## src/rtl/pipe_hazard_ctrl.sv

```systemverilog
// pipe_hazard_ctrl: per-stage stall/flush control for an in-order pipeline,
// including discard of wrong-path fetch responses that return after a redirect.
module pipe_hazard_ctrl #(
   parameter int NUM_STAGES = 6,
   parameter logic [NUM_STAGES-1:0] KILL_SELF = 6'b100000,
   parameter int MAX_OUT = 4,
   parameter int CNT_W = $clog2(MAX_OUT + 1)
) (
   input  logic                  clk,
   input  logic                  resetn,
   input  logic [NUM_STAGES-1:0] stage_wait,
   input  logic [NUM_STAGES-1:0] redirect_req,
   input  logic                  if_req_fire,
   input  logic                  if_resp_valid,
   output logic [NUM_STAGES-1:0] stall,
   output logic [NUM_STAGES-1:0] flush,
   output logic [NUM_STAGES-1:0] redirect_taken,
   output logic                  flush_que,
   output logic                  if_resp_drop,
   output logic [CNT_W-1:0]      disc_cnt,
   output logic [CNT_W-1:0]      out_cnt,
   output logic                  proto_err
);
   localparam logic [CNT_W-1:0] CNT_MAX = CNT_W'(MAX_OUT);
   int w, r;
   logic take, kill, drop;
   logic [CNT_W-1:0] out_nxt, disc_nxt;
   // -1 marks "no request"; the highest set index is the oldest requester
   always_comb begin
      w = -1;
      r = -1;
      kill = 1'b0;
      for (int i = 0; i < NUM_STAGES; i++) begin
         if (stage_wait[i]) w = i;
         if (redirect_req[i]) begin
            r = i;
            kill = KILL_SELF[i];
         end
      end
   end
   assign take = r > w;
   assign drop = resetn && !take && if_resp_valid && disc_cnt != '0;
   always_comb begin
      stall = '0;
      flush = '0;
      redirect_taken = '0;
      for (int j = 0; j < NUM_STAGES; j++) begin
         stall[j] = take ? (j == 0 && stage_wait[0]) : j <= w;
         flush[j] = take ? (j >= 1 && j <= r) || (kill && j == r + 1) : w >= 0 && j == w + 1;
         redirect_taken[j] = take && j == r;
      end
      if (drop) begin
         flush[1] = 1'b1;
         stall[0] = 1'b0;
      end
      flush_que = take;
      if_resp_drop = drop;
      if (!resetn) begin
         stall = '0;
         flush = '1;
         redirect_taken = '0;
         flush_que = 1'b1;
      end
   end
   assign out_nxt = (if_req_fire && !if_resp_valid && out_cnt != CNT_MAX) ? out_cnt + 1'b1 :
                    (if_resp_valid && !if_req_fire && out_cnt != '0) ? out_cnt - 1'b1 : out_cnt;
   // a redirect makes everything still in flight, including this cycle's request, stale
   assign disc_nxt = take ? out_nxt : drop ? disc_cnt - 1'b1 : disc_cnt;
   always_ff @(posedge clk or negedge resetn) begin
      if (!resetn) begin
         out_cnt <= '0;
         disc_cnt <= '0;
         proto_err <= 1'b0;
      end else begin
         out_cnt <= out_nxt;
         disc_cnt <= disc_nxt;
         proto_err <= proto_err | (if_req_fire && !if_resp_valid && out_cnt == CNT_MAX) |
                      (if_resp_valid && !if_req_fire && out_cnt == '0);
      end
   end
endmodule

```

## config.mk

```make
export PLATFORM = sky130hd
export DESIGN_NAME = pipe_hazard_ctrl
export DESIGN_NICKNAME = d
export VERILOG_FILES = /design/src/rtl/pipe_hazard_ctrl.sv
export SDC_FILE = /design/constraint.sdc
export NUM_CORES = 1
export LEC_CHECK = 0
export ABC_AREA = 1
export BUFFER_PORTS_ARGS = -buffer_cell sky130_fd_sc_hd__buf_2
export CAP_MARGIN = 20
export CORE_ASPECT_RATIO = 1.25
export CORE_MARGIN = 4
export CORE_UTILIZATION = 30
export CTS_BUF_LIST = sky130_fd_sc_hd__clkbuf_8 sky130_fd_sc_hd__clkbuf_16
export DETAILED_ROUTE_END_ITERATION = 10
export GPL_TIMING_DRIVEN = 0
export MAX_ROUTING_LAYER = met4
export PLACE_DENSITY = 0.55
export SETUP_SLACK_MARGIN = 0.4
export SLEW_MARGIN = 20
export SYNTH_ARGS = -nofsm -noshare
export SYNTH_HDL_FRONTEND = slang
export SYNTH_SLANG_ARGS = --single-unit
export TNS_END_PERCENT = 5
```

## constraint.sdc

```tcl
create_clock -name clk -period 5.1 [get_ports clk]
set_clock_uncertainty 0.15 [all_clocks]
set_input_delay 1.02 -clock clk [delete_from_list [all_inputs] [get_ports clk]]
set_output_delay 1.02 -clock clk [all_outputs]
set_load 0.01 [all_outputs]
```

---- Word-level counts from Yosys, hierarchy flattened ----
Index checks and enable logic that the tools add are counted.
word-level totals
  word-level logic and storage cells ...... 117
  bits of input ports ..................... 16
  output and inout port bits .............. 27
  bits in registers ....................... 7
cells by class
  mux-type cells .......................... 35
  magnitude comparators ................... 13
  bitwise logic cells ..................... 2
  reduce and logical (&&, ||, !) cells .... 42
  add/sub/neg operators ................... 5
  equal/unequal tests ..................... 17
operators by type and width
  cell                     count
  $mux W32                 12
  $eq A3 B32 Y1 const A    6
  $eq A4 B32 Y1 const A    6
  $le A3 B32 Y1 const A    4
  $le A4 B32 Y1 const A    4
  $eq A2 B32 Y1 const A    3
  $logic_not A32 Y1        3
  $add A32 B2 Y32 const B  2
  $le A2 B32 Y1 const A    2
  $ge A32 B1 Y1 const B    1
  $gt A32 B32 Y1           1
  $le A1 B32 Y1 const A    1
  $logic_and A1 B1 Y1      27
  $mux W6                  3
  $mux W1                  16
  $mux W3                  4
  $reduce_bool A3 Y1       2
  $sub A3 B1 Y3 const B    2
  $logic_or A1 B1 Y1       5
  $add A3 B1 Y3 const B    1
  $eq A3 B3 Y1 const B     1
  $logic_not A1 Y1         3
  $logic_not A3 Y1         1
  $ne A3 B3 Y1 const B     1
  other kinds (2)          3

---- Logic depth before layout (Yosys ltp) ----
  word-level depth ........................ 13
  mapped depth ............................ 15
  depth with buffers taken out ............ 15

---- Least setup slack after synthesis ----
Ideal clock, no wire load.
  kind .................................... input -> output
  start ................................... input stage_wait[3]
  end ..................................... output stall[0]
  required time ........................... 3.930 ns
  path slack .............................. 1.090 ns
  arrival time ............................ 2.840 ns
  stages on the path ...................... 11
  path buffers ............................ 1
  cells stage by stage .................... nor2_2 nand2_1 nor2_1 inv_1 ha_1 nor2_1 nor2_8 nand2_4 buf_8 o21ai_2 nor2_1
on the way
  longest elaborated chain between the ends .. 10
  elaborated cells on any way between the ends .. 12
  classes of those cells .................. 2 x order compare; 6 x mux; 4 x reduce/logical
RTL lines
  element                           RTL line  source
  from (decl)                       11        input logic [NUM_STAGES-1:0] stage_wait,
  $mux W32 * (3 in a row)           34        if (stage_wait[i]) w = i;
  $gt A32 B32 Y1                    41        assign take = r > w;
  $logic_not A1 Y1                  42        assign drop = resetn && !take && if_resp_valid && disc_cnt != '0;
  $logic_and A1 B1 Y1 (3 in a row)  42
  $mux W1 *                         52        if (drop) begin
  $mux W6 *                         58        if (!resetn) begin
  to (decl)                         15        output logic [NUM_STAGES-1:0] stall,
Every way passes the cells marked *; elsewhere a longest branch is shown, timed or not.

---- Worst setup path after layout ----
Ends and elaborated chain as after synthesis.

==> out/metrics.cfg <==
[clock_tree]
clock-sinks = 7
cts_tree = built
numCtsBuffers = 3
clock_path_buffers = 2
postCtsHoldBufs = 0
htreeDepth = 1
path_clk_slew_ns = 0.04
clock_latency_ns = 0.22
cts-root-buf = clkbuf_8
post_cts_resized = 0
postCtsSetupBuffers = 0

[die]
fp.dieArea_mm2 = 0.00496
core_area_mm2 = 0.00375
rows = 25
fp.dieW_um = 63.8
num_io_pins = 43
start_util = 0.311
die_y_um = 77.7

[worst_setup_path]
r2r_slack_ns = 3.24
r2r-end = disc_cnt[1]$_DFFE_PN0P_
crit_arrival_ns = 3.19
crit_path_end_kind = output port
critPathKind = in2out
worstRegToRegCells = 12
timing.rr.start = out_cnt[0]$_DFF_PN0_
critical_path.max_fanout = 7
required_ns = 3.93
cp-start-kind = input pin

[job]
maxCapViolations = 0

[logic_synthesis]
synth_largest_area_cell = dfrtp_1
synth_cells = 190
yosysWarnings = 0
dominantRegCellSynth = dfrtp_1
synth-edff-count = 0
syn_area_per_cell_um2 = 6.14
synthArstFlopShare = 1.00
synth_seq_cells = 7
seq_area_frac_synth = 0.150
ys_types = 33
syn-cell-area_mm2 = 0.00117
synth.area.top_cells = dfrtp_1 (15%), nand2_1 (15%), ha_1 (12%), inv_1 (10%), nor2_1 (8.7%)
synth_top_area_frac = 0.150
synth_nets = 217

[sta]
setup_tns_ns = 0
min_period_ns = 4.36
whs_ns = 0.331
fin_crit_sh = 0.855
finalMaxSlewViolations = 0
hold_violations = 0
tightest_slew_ns = 0.438
rsz0062_at_grt = false
timing.fmax_ghz = 0.229
layout_setup_ws_ns = 0.741
setup_viol = 0
max_slew_margin = 0.708

[place]
portBuffers = 42
dpl_worst_slack_ns = 0.560
gp_congestion = 0.851
hpwl_mm = 2.59

[finish]
drive_gt1_frac = 0.280
diodes = 0
seq_area_um2 = 175
nNetsFinal = 264
nFillCells = 421
area_delta_synth_final_pct = 26.4
multi_input_area_um2 = 852

[power_and_ir_drop]
p_leak_uw = 0.000831
p_total_uw = 466
power.density_mw_per_mm2 = 316
vdd_drop_max_uv = 86.8

[grt]
grt_max_degree = 11
grt_remaining_overflow = 0
antenna_found_initial = 0
grt_pass1_wl_mm = 5.17
track_usage = 0.129
grt_pass1_vias = 1237

[min_path]
min_from = proto_err$_DFF_PN0_
min_path_type = reg2reg
worstHoldPathCells = 2
hold_path_end = proto_err$_DFF_PN0_

[drt]
vias = 1305
via_per_inst = 4.73
wl_mm = 2.96
dr.pass1.iters = 4
wl_per_cell_um = 10.7
drt_iter0_markers = 39
detail-route-antenna-nets = 0
detail_route.drc_violations = 0

[status]
status = finished clean

## routing by layer
metal  part of all wire  wire length (um)  track usage  vias up
met2               0.53              1580        0.240       33
met5                  0                 0            -        -
met4                  0                 0       0.0324        0
met3              0.037               109       0.0116        0
met1               0.43              1270        0.145      573
li1                   -                 -            -      699
## worst max-delay path by stage
stage	from	endpoint	slack, ns	cells after the start
2_1_floorplan	stage_wait[3]	stall[0]	1.09	11
4_1_cts	stage_wait[3]	flush[1]	0.55	14
5_1_grt	stage_wait[0]	stall[0]	0.45	12
6_report	stage_wait[3]	stall[0]	0.74	12
3_5_place_dp	stage_wait[3]	flush[1]	0.56	14
3_3_place_gp	stage_wait[3]	flush[1]	0.55	14
## placed cells by master (no fill, tap or decap), types with 2 or more instances in the layout
cell       n
o21ai_0    7
o21bai_1   3
ha_1      11
buf_2     42
nor2_4     2
nor3_1     7
o211ai_1   3
nand2_1   46
inv_1     33
a21oi_1    3
nand2_2    4
nand4_1    4
nor2_1    26
nor2_2     5
nand3_1   12
clkbuf_8   3
dfrtp_1    7
## power by group
part	internal [uW]	total (uW)	switching, uW
combinational	114	287	173
sequential	80.5	103	23.0
clock	52.0	75.5	23.5
## per-stage QoR
stage,instances,instance area (um^2),util
final,276,1480,0.393
after detailed placement,272,1430,0.380
after floorplan,190,1170,-
after global placement,272,1430,0.380
after CTS,276,1470,0.392
after global routing,276,1480,0.393
## cells in the mapped netlist, types with 2 or more instances
master,number
nand3_1,12
ha_1,11
o21bai_1,3
nor2_1,27
nor2_4,2
nand4_1,4
o21ai_0,7
nand2_1,46
nor2_2,4
nor3_1,7
nand2_2,4
o211ai_1,3
inv_1,32
dfrtp_1,7
a21oi_1,3
## worst max-delay path, cell delays in order
cell	delay, ns
buf_2	0.11
nor2_2	0.20
nand2_1	0.14
nor2_2	0.29
inv_1	0.08
ha_1	0.34
nor2_1	0.34
o21bai_1	0.22
nor2_4	0.08
o21ai_0	0.17
nor2_1	0.05
buf_2	0.14
## area by class of cell
class / instances / area share
well taps: 40 / 0.0339
multi-input cells: 148 / 0.578
plain buffers: 2 / 0.0127
repair buffers: 42 / 0.142
inverters: 33 / 0.0840
clock buffers: 3 / 0.0280
flip-flops and latches: 7 / 0.119
clock inverters: 1 / 0.00254
## sequential cells by signal (all words and copies together) (netlist names)
name,cells
out_cnt,3
proto_err,1
disc_cnt,3
## kinds of logic (layout without fill, tap and decap cells)
kind of cell | after synthesis | in the layout | share of synthesized area
fa+ha+maj | 11 | 11 | 0.118
buf+inv | 35 | 81 | 0.122
flops | 7 | 7 | 0.150
simple gates | 111 | 111 | 0.452
compound gates | 24 | 24 | 0.143
xor+xnor | 2 | 2 | 0.0150
No activity file was read; power rests on OpenSTA's default activity.
